$ cat src/rtl/riscv_pkg.sv
// Shared definitions for the instruction fetch slice.
//   XLEN_DEFAULT / ADDR_W_DEFAULT : default instruction and PC word-address widths
//   NOP_INSTR                     : canonical RISC-V NOP (addi x0, x0, 0)
//   fetch_state_e                 : fetch FSM states
//   fetch_entry_t                 : queued instruction tagged with its PC
package riscv_pkg;

  localparam int unsigned XLEN_DEFAULT   = 32;
  localparam int unsigned ADDR_W_DEFAULT = 8;

  localparam logic [31:0] NOP_INSTR = 32'h0000_0013;

  typedef enum logic {
    HOLD,
    RUN
  } fetch_state_e;

  typedef struct packed {
    logic [XLEN_DEFAULT-1:0]   instr;
    logic [ADDR_W_DEFAULT-1:0] pc;
  } fetch_entry_t;

endpackage

$ cat src/rtl/riscv_fetch_queue.sv
// DEPTH-entry synchronous FIFO of fetch entries.
//   clk, rst   : clock, asynchronous active-high reset
//   push       : write push_data at the tail this cycle
//   push_data  : entry to write
//   pop        : drop the head this cycle
//   clear      : empty the queue at cycle end (wins over push)
//   head       : entry at the head (undefined when count == 0)
//   count      : number of valid entries
module riscv_fetch_queue
  import riscv_pkg::*;
#(
  parameter int unsigned DEPTH   = 2,
  parameter type         entry_t = fetch_entry_t,
  localparam int unsigned CNT_W  = $clog2(DEPTH + 1)
) (
  input  logic             clk,
  input  logic             rst,
  input  logic             push,
  input  entry_t           push_data,
  input  logic             pop,
  input  logic             clear,
  output entry_t           head,
  output logic [CNT_W-1:0] count
);

  localparam int unsigned PTR_W = (DEPTH > 1) ? $clog2(DEPTH) : 1;

  entry_t           mem [DEPTH];
  logic [PTR_W-1:0] rd_ptr;
  logic [PTR_W-1:0] wr_ptr;

  // Pointers wrap modulo DEPTH, so DEPTH need not be a power of two.
  function automatic logic [PTR_W-1:0] wrap_inc(input logic [PTR_W-1:0] p);
    return (p == PTR_W'(DEPTH - 1)) ? '0 : p + PTR_W'(1);
  endfunction

  always_ff @(posedge clk or posedge rst) begin
    if (rst) begin
      rd_ptr <= '0;
      wr_ptr <= '0;
      count  <= '0;
    end else if (clear) begin
      rd_ptr <= '0;
      wr_ptr <= '0;
      count  <= '0;
    end else begin
      if (push) wr_ptr <= wrap_inc(wr_ptr);
      if (pop)  rd_ptr <= wrap_inc(rd_ptr);
      case ({push, pop})
        2'b10:   count <= count + CNT_W'(1);
        2'b01:   count <= count - CNT_W'(1);
        default: count <= count;
      endcase
    end
  end

  always_ff @(posedge clk) begin
    if (push && !clear) mem[wr_ptr] <= push_data;
  end

  assign head = mem[rd_ptr];

  no_overflow: assert property (@(posedge clk) disable iff (rst)
    !(push && !pop && !clear && count == CNT_W'(DEPTH)));

endmodule

$ cat src/rtl/riscv_ifetch.sv
// Instruction fetch stage between the PC stage and decode.
//   clk, rst    : clock, asynchronous active-high reset
//   pcIn        : current PC word address from the PC stage
//   pcEn        : PC update enable back to the PC stage
//   imemEn      : instruction memory read request
//   imemAddr    : instruction memory word address
//   imemRdata   : read data, valid the cycle after imemEn
//   flush       : taken-branch redirect from execute
//   instrValid  : head of the instruction queue is valid
//   instrReady  : decode accepts the head
//   instrOut    : head instruction (NOP when empty)
//   instrPcOut  : PC of the head instruction (holds last value when empty)
module riscv_ifetch
  import riscv_pkg::*;
#(
  parameter int unsigned ADDR_W = ADDR_W_DEFAULT,
  parameter int unsigned XLEN   = XLEN_DEFAULT,
  parameter int unsigned DEPTH  = 2
) (
  input  logic              clk,
  input  logic              rst,
  input  logic [ADDR_W-1:0] pcIn,
  output logic              pcEn,
  output logic              imemEn,
  output logic [ADDR_W-1:0] imemAddr,
  input  logic [XLEN-1:0]   imemRdata,
  input  logic              flush,
  output logic              instrValid,
  input  logic              instrReady,
  output logic [XLEN-1:0]   instrOut,
  output logic [ADDR_W-1:0] instrPcOut
);

  localparam int unsigned CNT_W = $clog2(DEPTH + 1);

  typedef struct packed {
    logic [XLEN-1:0]   instr;
    logic [ADDR_W-1:0] pc;
  } entry_t;

  fetch_state_e      state;
  fetch_state_e      state_next;
  logic              issue;
  logic              clear;
  logic              push;
  logic              pop;
  logic              inflight;
  logic [ADDR_W-1:0] req_pc;
  logic [ADDR_W-1:0] last_pc;
  logic [CNT_W-1:0]  count;
  logic [CNT_W:0]    occupancy;
  entry_t            head;
  entry_t            push_entry;

  assign instrValid = (count != '0);
  assign pop        = instrValid & instrReady;
  // Entries that will still be held after this cycle's pop, counting the
  // response already on its way back from memory.
  assign occupancy  = {1'b0, count} + (CNT_W + 1)'(inflight) - (CNT_W + 1)'(pop);

  always_ff @(posedge clk or posedge rst) begin
    if (rst) state <= HOLD;
    else     state <= state_next;
  end

  // imemAddr is forced to zero outside RUN so the reset/HOLD view of the
  // memory interface is all-zero regardless of pcIn.
  always_comb begin
    state_next = state;
    issue      = 1'b0;
    clear      = 1'b0;
    pcEn       = 1'b0;
    imemAddr   = '0;
    case (state)
      HOLD: state_next = RUN;
      RUN: begin
        state_next = RUN;
        imemAddr   = pcIn;
        clear      = flush;
        issue      = !flush && (occupancy < (CNT_W + 1)'(DEPTH));
        pcEn       = issue | flush;
      end
    endcase
    imemEn = issue;
  end

  always_ff @(posedge clk or posedge rst) begin
    if (rst) begin
      inflight <= 1'b0;
      req_pc   <= '0;
    end else begin
      inflight <= issue;
      if (issue) req_pc <= pcIn;
    end
  end

  // A flush in the response cycle drops the returning instruction.
  assign push             = inflight & !clear;
  assign push_entry.instr = imemRdata;
  assign push_entry.pc    = req_pc;

  riscv_fetch_queue #(
    .DEPTH   (DEPTH),
    .entry_t (entry_t)
  ) u_queue (
    .clk       (clk),
    .rst       (rst),
    .push      (push),
    .push_data (push_entry),
    .pop       (pop),
    .clear     (clear),
    .head      (head),
    .count     (count)
  );

  // Remembers the last presented PC so instrPcOut holds while the queue is empty.
  always_ff @(posedge clk or posedge rst) begin
    if (rst)             last_pc <= '0;
    else if (instrValid) last_pc <= head.pc;
  end

  assign instrOut   = instrValid ? head.instr : XLEN'(NOP_INSTR);
  assign instrPcOut = instrValid ? head.pc : last_pc;

endmodule

$ cat config.mk
export PLATFORM = sky130hd
export DESIGN_NAME = riscv_ifetch
export DESIGN_NICKNAME = d
export VERILOG_FILES = /design/src/rtl/riscv_pkg.sv /design/src/rtl/riscv_fetch_queue.sv /design/src/rtl/riscv_ifetch.sv
export SDC_FILE = /design/constraint.sdc
export NUM_CORES = 1
export LEC_CHECK = 0
export BUFFER_PORTS_ARGS = -buffer_cell sky130_fd_sc_hd__clkbuf_2
export CORE_AREA = 2 2 107 109
export CTS_BUF_LIST = sky130_fd_sc_hd__clkbuf_4 sky130_fd_sc_hd__clkbuf_8
export CTS_CLUSTER_DIAMETER = 40
export DETAILED_ROUTE_END_ITERATION = 7
export DIE_AREA = 0 0 109 111
export GPL_TIMING_DRIVEN = 0
export PLACE_DENSITY_LB_ADDON = 0.3
export SLEW_MARGIN = 20
export SYNTH_ARGS = -nofsm -noshare
export SYNTH_HDL_FRONTEND = slang
export SYNTH_SLANG_ARGS = --single-unit
$ cat constraint.sdc
create_clock -name clk -period 4.9 [get_ports clk]
set_clock_uncertainty 0.1 [all_clocks]
set_input_delay 0.735 -clock clk [delete_from_list [all_inputs] [get_ports clk]]
set_output_delay 0.735 -clock clk [all_outputs]
set_load 0.02 [all_outputs]
# After elaboration in Yosys (flattened, before gate mapping)
# Memories as Yosys holds them, arrays and structs flattened.
# Cells that the tools add are included.
[totals]
ff_bits = 22
mem_bits_rw = 80
in_bits = 44
out_inout_bits = 51
word_cells = 44
mem_count = 1
[mem_list]
columns = ["memory", "depth", "word_bits", "rd", "rd_clocked_by_memory_dff", "wr", "line", "source"]
rows = [
  ["u_queue.mem", 2, 40, 1, 0, 1, "riscv_fetch_queue.sv:28", "entry_t mem [DEPTH];"],
]
[classes]
n_addsub = 6
magnitude_cmp = 1
eq_ne = 2
muxes = 16
n_bitwise = 3
reduce_logical = 8
[op_table]
columns = ["operator", "count"]
rows = [
  ["$mux W32", 1],
  ["$mux W8", 2],
  ["$mux W1", 11],
  ["$reduce_bool A2 Y1", 3],
  ["$pmux W2 S2", 1],
  ["$add A2 B1 Y3", 1],
  ["$lt A3 B2 Y1 const B", 1],
  ["$reduce_bool A3 Y1", 1],
  ["$sub A3 B1 Y3", 1],
  ["$add A1 B1 Y1 const B", 2],
  ["$add A2 B1 Y2 const B", 1],
  ["$and A1 B1 Y1", 2],
  ["$eq A2 B1 Y1 const B", 1],
  ["$eq A2 B2 Y1 const B", 1],
  ["$logic_and A1 B1 Y1", 2],
  ["$logic_not A1 Y1", 2],
  ["$mux W2", 1],
  ["$sub A2 B1 Y2 const B", 1],
  ["$or A1 B1 Y1", 1],
]

# Depth between registers and ports, before layout
# Gate-level depths: netlist (run 1).
[logic_depth]
ltp_word = 7
mapped_depth = 10
depth_no_buf = 8

# By module
# A second synthesis (run 1) with hierarchy kept.
[unflattened]
cells_unflattened = 240
area_unflattened_um2 = 4364.2
[modules_own_cells]
columns = ["module", "instances", "cells_each", "area_per_inst_um2", "seq_area_each_um2"]
rows = [
  ["riscv_fetch_queue", 1, 145, 3310.7, 2502.4],
  ["riscv_ifetch", 1, 95, 1053.5, 450.4],
]

# Worst setup path before layout (run 1)
# Ideal clock, no wire load.
[synth_path]
path_kind = "input to register"
from = "input port flush"
to = "memory u_queue.mem[0][0] (netlist bit) (enable)"
setup_time_ns = 0.437
t_arrival_ns = 2.592
required_ns = 4.363
path_slack_ns = 1.770
stages = 3
path_buffers = 0
cell_sequence = "nand2_1 -> nand2_1 -> nor2_1"
[synth_via]
elab_chain_cells = 6
[synth_lines]
columns = ["item", "line", "source"]
rows = [
  ["start: declaration", "riscv_ifetch.sv:27", "input logic flush,"],
  ["$mux W1 (*)", "riscv_ifetch.sv:74", "case (state)"],
  ["$logic_not A1 Y1 (*)", "riscv_fetch_queue.sv:58, riscv_ifetch.sv:98", ""],
  ["$and A1 B1 Y1", "riscv_ifetch.sv:98", "assign push = inflight & !clear;"],
  ["$logic_and A1 B1 Y1 (*)", "riscv_fetch_queue.sv:58", "if (push && !clear) mem[wr_ptr] <= push_data;"],
  ["$mux W1 (*)", "riscv_fetch_queue.sv:58", ""],
  ["$mux W1 (not written as such) (*)", "riscv_fetch_queue.sv:58", ""],
  ["end: declaration", "riscv_fetch_queue.sv:28", ""],
]
# Mark *: on every way between the ends. The rest lies on a longest branch, timed or not.

# Worst setup path in the final report (run 1)
[layout_path]
from = "register u_queue.count[1]"
to = "output port imemEn"
[layout_via]
elab_chain_cells = 6
word_cells_on_any_way = 7
classes_between = "add/sub (2); order compare (1); mux (1); bitwise (1); reduce/logical (2)"
[layout_lines]
columns = ["item", "line", "source"]
rows = [
  ["start: declaration", "riscv_fetch_queue.sv:23", "output logic [CNT_W-1:0] count"],
  ["start signal: assignment", "riscv_fetch_queue.sv:50", "2'b10: count <= count + CNT_W'(1);"],
  ["start signal: assignment", "riscv_fetch_queue.sv:51", "2'b01: count <= count - CNT_W'(1);"],
  ["start signal: assignment", "riscv_fetch_queue.sv:52", "default: count <= count;"],
  ["branches (longest 2 deep; another with $add A2 B1 Y3)", "--", ""],
  ["$sub A3 B1 Y3 (*)", "riscv_ifetch.sv:59", "assign occupancy = {1'b0, count} + (CNT_W + 1)'(inflight) - (CNT_W + 1)'(pop);"],
  ["$lt A3 B2 Y1 (*)", "riscv_ifetch.sv:80", "issue = !flush && (occupancy < (CNT_W + 1)'(DEPTH));"],
  ["$logic_and A1 B1 Y1 (*)", "riscv_ifetch.sv:80", ""],
  ["$mux W1 (*)", "riscv_ifetch.sv:74", ""],
  ["end: declaration", "riscv_ifetch.sv:24", "output logic imemEn,"],
]
# Mark *: on every way between the ends.

==> impl_results.md, run 1 <==
- FF+latch count, synth: about 100
- RR Startpoint: u_queue.count[1]
- Largest net degree at the start of global routing: 23
- Post-DP HPWL: just under 5 mm
- Final cycle utilization of the critical path: between 70% and 80%
- Unique masters post-synth: 25
- Crit path time final: 3.65 ns
- # resized after CTS: 0
- Reg2reg setup slack: 2.10 ns
- Setup tns final: 0 ns
- DRC: 0
- Die X-Extent: 109 µm
- Setup CP Type: reg -> out
- Worst slew margin: approximately two fifths
- Nets: 404
- Post-synth EDFFs: 80
- Leakage: 1.97 nW
- Num Clock Sinks: a little over 100
- Prevailing post-synth register cell: edfxtp_1
- Post-synthesis sequential area ratio: between 70% and 80%
- Root buf cell: clkbuf_8
- Synth top area share: 60.2%
- Worst EP required: approximately 4.1 ns
- Cells after Synth: 251
- Crit path to: imemEn
- Vias in the first global route: approximately 2.3k
- CTS buffer count: 9
- Drt pass-1 iters: 4
- Via/cell ratio: 4.52
- Biggest area consumer among synthesized cells: edfxtp_1
- Status: complete, no violations
- Antenna-violating nets left: 0
- Routed WL: 7.31 mm
- Share of layout cells above drive strength 1: 35.3%
- Initial Utilization: 36.0%
- Setup Buffers After CTS: 0
- Max cap viols: 0
- Worst-case clock buffer depth: 2
- Reg2Reg Depth: 10
- Syn avg cell area: 15.9 µm²
- Clock latency on the worst-skew pair: 0.35 ns
- # hold bufs at CTS: 0
- Cell area after synthesis: 3990 µm²
- Synth Warn #: 0
- Area of the core: ~11000 µm²
- Die Area: around 12000 µm²
- CP Max Fanout: 10
- RSZ-0062 raised after global routing: false
- Number of fill cells: approximately 1.0k
- Dpl cells: 490
- Peak supply drop: 0.214 mV
- Pwr Density: 460 nW/µm²
- First-pass GRT wire length: around 11 mm
- Max Freq: 0.274 GHz
- Drt wl/cell: 14.4 µm
- Iter 0 DRT Violations: 59
- Syn nets: 297
- Actual slew at the worst max-slew pin: just under 0.9 ns
- Clk slew on worst S/H paths: 0.09 ns
- Top post-synthesis cells by area: edfxtp_1, dfrtp_1, mux2i_1
- Die Span Y: 111 µm
- Arr. time, crit path: 2.82 ns
- Worst hold path class: reg -> reg
- Vias: roughly 2.3k
- Setup crit start: u_queue.count[1]
- Tot GR Track Use: 12.7%
- CP endpoint kind: output pin
- Initial antenna violation count: 0
- R2R Path End: req_pc[3]
- Grt ovf: 0
- Diodes inserted: 0
- I/O Buffers: 94
- Endpoints failing setup: 0
- FFs w/ async S/R, synth: 21.6%
- Final Wtd Congestion: 0.724
- P&R area growth vs syn: 22.9%
- I/O pin total: 95
- H-tree lvl count: 3
- Num rows: 39
- Multi-input gate area: 960 µm²
- Startpoint types: flop
- Non-Filler Instances: 506
- Slew Limit Fails: 0
- Reg area: 2950 µm²
- CTS tree: yes
- Final Hold Viols: 0
-- worst min-delay path by stage --
| stage | slack [ns] | startpoint | cells past startpoint | to |
|---|---|---|---|---|
| 5_1_grt | 0.41 | req_pc[6] | 0 | u_queue.mem[1][6] |
| 4_1_cts | 0.38 | req_pc[6] | 0 | u_queue.mem[1][6] |
| 2_1_floorplan | 0.34 | req_pc[0] | 0 | u_queue.mem[0][0] |
| 3_3_place_gp | 0.35 | req_pc[0] | 0 | u_queue.mem[1][0] |
| 6_report | 0.38 | req_pc[6] | 0 | u_queue.mem[1][6] |
| 3_5_place_dp | 0.36 | req_pc[6] | 0 | u_queue.mem[1][6] |
-- cell usage after synthesis, types with 2 or more instances --
cell      count
a21oi_1       4
and2_1        8
and3_1        2
buf_2         4
buf_6         2
clkbuf_1      7
dfrtp_1      22
edfxtp_1     80
inv_1         4
mux2_4        8
mux2i_1      41
nand2_1      14
nand2b_1      2
nor2_1       30
nor2b_1       2
o21ai_0      11
xnor2_1       2
-- cells by family (layout without fill, tap and decap cells) --
group / after synthesis / count (layout) / synth area share, %
flip-flops: 102 / 102 / 74.1
other: 1 / 1 / 0.0940
XOR/XNOR: 3 / 3 / 0.659
AO/OA/AOI/OAI: 16 / 16 / 2.04
buffers and inverters: 17 / 129 / 2.10
adder cells (fa/ha/maj): 2 / 2 / 0.816
AND/OR/NAND/NOR: 61 / 61 / 6.93
multiplexers: 49 / 49 / 13.3
-- layout by cell type, fill, tap and decap left out, drive strengths merged, types with 2 or more instances in the layout --
cell / n
inv: 4
and3: 2
edfxtp: 80
a21oi: 4
o21ai: 11
dfrtp: 22
nand2b: 2
mux2: 8
and2: 8
clkinv: 2
xnor2: 2
nor2: 31
clkbuf: 113
buf: 8
nand2: 14
nor2b: 2
mux2i: 41
-- final cells by class --
cell class                      instances  share of cell area [%]
Multi-Input combinational cell        132                    19.6
Timing Repair Buffer                   96                    10.7
Clock buffer                           12                    3.12
Inverter                                4                   0.306
Buffer                                 13                    1.40
Sequential cell                       102                    60.3
Clock inverter                          4                   0.945
Tap cell                              143                    3.65
-- worst max-delay path, cell delays in order, from the launching register on --
cell and delay, ns:
dfrtp_1 0.42, buf_6 0.14, o21ai_0 0.24, inv_1 0.08, ha_1 0.26, nand2b_1 0.15
fa_1 0.38, xnor2_1 0.19, and4b_1 0.23, buf_6 0.18, clkbuf_2 0.19
-- registers in the layout, summed over array words and instances, names as in the netlist --
name / cells
u_queue.count: 2
last_pc: 8
inflight: 1
u_queue.mem: 80
u_queue.wr_ptr: 1
u_queue.rd_ptr: 1
req_pc: 8
state: 1
-- power by group --
group          internal [mW]  total [mW]  leakage, nW  switching (mW)
clock network          0.259       0.525        0.101           0.265
registers               1.08        1.12        0.999          0.0458
logic                  0.237       0.606        0.865           0.369
total                   1.57        2.25         1.97           0.680
-- per-layer routing --
| layer | share of wire, % | GRT usage, % |
|---|---|---|
| met1 | 43 | 15.6 |
| met2 | 50 | 20.8 |
| met3 | 4.8 | 2.59 |
| met4 | 1.8 | 6.41 |
| met5 | 0 | 0 |
-- through the flow --
step	util (%)	instance area (µm²)	hold slack [ns]	setup slack, ns	total power, mW
3_5_place_dp	42.4	4700	0.359	1.43	1.76
6_report	44.2	4900	0.381	1.25	2.25
5_1_grt	44.2	4900	0.405	1.02	2.39
4_1_cts	44.2	4900	0.384	1.23	2.30
3_3_place_gp	41.9	4640	0.354	0.365	1.74
2_1_floorplan	-	3990	0.342	1.77	1.55
Note: power is estimated with default switching activity, not from simulation.
==> run 2, diff against run 1 <==
==> constraint.sdc (replaced) <==
create_clock -name clk -period 3.2 [get_ports clk]
set_clock_uncertainty 0.1 [all_clocks]
set_input_delay 0.48 -clock clk [delete_from_list [all_inputs] [get_ports clk]]
set_output_delay 0.48 -clock clk [all_outputs]
set_load 0.02 [all_outputs]
==> impl_results.md, run 2 (synthesized netlist as in run 1, its figures left out) <==
- Status: complete, no violations
- Final Hold Viols: 0 (unchanged)
- Final Wtd Congestion: 0.724 (unchanged)
- Wire length on met2: 3.79 mm (+3.0%)
- Final cycle utilization of the critical path: 95.6%
- Largest registers: u_queue.mem: 80 flops, last_pc: 8 flops, req_pc: 8 flops
- CP top delay family: adder cells
- Reg2Reg Depth: 10 (unchanged)
- Endpoints failing setup: 0 (unchanged)
- Post-DP HPWL: 4.93 mm (unchanged)
- I/O pin total: 95 (unchanged)
- Top sig layer: met4
- Grt ovf: 0 (unchanged)
- Share of layout cells above drive strength 1: 36.4% (+1.2 points)
- Reg2reg setup slack: 0.47 ns (-1.63 ns)
- Num Clock Sinks: 102 (unchanged)
- Worst path slowest cell: fa_2
- Die Span Y: 111 µm (unchanged)
- # hold bufs at CTS: 0 (unchanged)
- Arr. time, crit path: 2.48 ns (-0.34 ns)
- CP Max Fanout: 7 (-3)
- Worst path cell trace: buf_6 -> o21ai_4 -> inv_1 -> ha_1 -> nand2b_1 -> fa_2 -> and4b_1 -> buf_6 -> clkbuf_8
- Peak supply drop: 0.336 mV (+57%)
- Via/cell ratio: 4.55 (+0.52%)
- Critical path's largest stage delay: 0.55 ns (+0.13 ns)
- Tot GR Track Use: 12.8% (+0.14 points)
- Drt wl/cell: 14.5 µm (+0.26%)
- DRC: 0 (unchanged)
- Top reg by flops: u_queue.mem
- Antenna-violating nets left: 0 (unchanged)
- Initial Utilization: 36.0% (unchanged)
- Final core occ: 44.6% (+0.41 points)
- RSZ-0062 raised after global routing: false
- Leakage: 1.98 nW (+0.81%)
- H-tree lvl count: 3 (unchanged)
- Clock latency on the worst-skew pair: 0.35 ns (about the same)
- Most common cell after layout, fill and taps aside: clkbuf_2
- Clk pwr share: 23.1% (-0.2 points)
- Die X-Extent: 109 µm (unchanged)
- Crit path buf inv count: 4 (unchanged)
- Setup CP Type: reg -> out
- Die Area: 12100 µm² (unchanged)
- Worst Hold Slack: 0.191 ns (-0.191 ns)
- RR Startpoint: u_queue.count[1]
- Max Freq: 0.327 GHz
- Area of the core: 11100 µm² (unchanged)
- Drt pass-1 iters: 4 (unchanged)
- Psw: 1.04 mW (+53%)
- Metal-1 WL: 3.15 mm (+0.41%)
- Number of fill cells: 1028 (-0.48%)
- Most frequent CP cell: buf_6
- Worst EP required: 2.62 ns (-1.45 ns)
- Startpoint types: flop
- Num rows: 39 (unchanged)
- Nets: 406 (+0.50%)
- Root buf cell: clkbuf_8
- Worst slew margin: 40.4% (-0.074 points)
- Crit path time final: 3.06 ns
- Diodes inserted: 0 (unchanged)
- Worst-case clock buffer depth: 2 (unchanged)
- Max FFs per register: 80 (unchanged)
- CTS buffer count: 9 (unchanged)
- CP endpoint kind: output pin
- First-pass GRT wire length: 11.5 mm (+1.0%)
- Actual slew at the worst max-slew pin: 0.894 ns (+0.00110 ns)
- Pwr Density: 700 nW/µm² (+52%)
- P_int: 2.42 mW (+54%)
- Multi-input gate area: 981 µm² (+2.2%)
- Max cap viols: 0 (unchanged)
- Routed WL: 7.35 mm (+0.66%)
- Initial antenna violation count: 0 (unchanged)
- CTS tree: yes
- Commonest cells after routing, fill and taps aside: clkbuf_2, edfxtp_1, mux2i_1
- P&R area growth vs syn: 24.0%
- Iter 0 DRT Violations: 64 (+8.5%)
- R2R Path End: req_pc[3]
- Comb pwr share: 27.1% (+0.2 points)
- Sw frac: 30.2% (about the same)
- WL met3: 323 µm (-8.5%)
- I/O Buffers: 94 (unchanged)
- Largest net degree at the start of global routing: 23 (unchanged)
- Vias in the first global route: 2351 (+0.60%)
- Slew Limit Fails: 0 (unchanged)
- Worst hold path class: in -> async
- Clk slew on worst S/H paths: 0.09 ns (about the same)
- Vias: 2310 (+0.92%)
- Register share of total power: 49.7% (about the same)
- Reg area: 2950 µm² (unchanged)
==> run 2: area by class of cell <==
cell class | count | share of cell area [%]
sequential | 102 | 59.7
inverter | 4 | 0.304
clock buffer | 12 | 3.09
timing repair buffer | 98 | 11.1
multi-input combinational | 132 | 19.8
buffer | 13 | 1.39
tap | 143 | 3.62
clock inverter | 4 | 0.936
==> run 2: worst max-delay path by stage <==
stage / from / to / slack (ns) / cells after the start
after global placement: flush / u_queue.mem[0][28] / -1.08 / 4
after CTS: u_queue.count[1] / imemEn / 0.05 / 10
after detailed placement: u_queue.count[1] / imemEn / 0.19 / 10
after floorplan: flush / u_queue.mem[0][0] / 0.33 / 3
final: u_queue.count[1] / imemEn / 0.14 / 9
after global routing: u_queue.count[0] / imemEn / 0.002 / 8
==> run 2: layer usage <==
| layer | up-vias | track usage (%) |
|---|---|---|
| li1 | 1115 | - |
| met1 | 1130 | 16.0 |
| met2 | 58 | 21.0 |
| met3 | 7 | 2.53 |
| met4 | 0 | 6.15 |
| met5 | - | 0 |
==> run 2: power by group through the flow <==
stage	combinational, mW	clock [mW]	sequential [mW]
2_1_floorplan	0.648	0	1.73
3_3_place_gp	0.919	0	1.75
3_5_place_dp	0.950	0	1.75
4_1_cts	0.962	0.840	1.72
5_1_grt	1.03	0.889	1.75
6_report	0.939	0.801	1.72
==> run 2: worst register-to-register path, cell delays in order (launching register included) <==
cell      delay [ns]
dfrtp_1         0.40
buf_6           0.14
o21ai_4         0.13
inv_1           0.06
ha_1            0.25
nand2b_1        0.15
fa_2            0.55
and4b_1         0.20
buf_6           0.11
buf_4           0.21
mux2_4          0.32
==> run 2: through the flow <==
step / TNS [ns] / setup WS [ns] / power, mW / area, µm² / std cells
after floorplan: 0 / 0.325 / 2.38 / 3990 / 251
after global placement: -43.13 / -1.08 / 2.66 / 4640 / 488
after detailed placement: 0 / 0.188 / 2.70 / 4700 / 490
after CTS: 0 / 0.0460 / 3.52 / 4920 / 507
after global routing: 0 / 0.00222 / 3.67 / 4940 / 508
final: 0 / 0.140 / 3.46 / 4940 / 508
==> run 2: repair_timing <==
item	4_1_cts	5_1_grt
buffers inserted	1	1
endpoints found under the setup margin	2	2
pin swaps	0	1
endpoints found under the hold margin	0	0
resized for setup	3	3
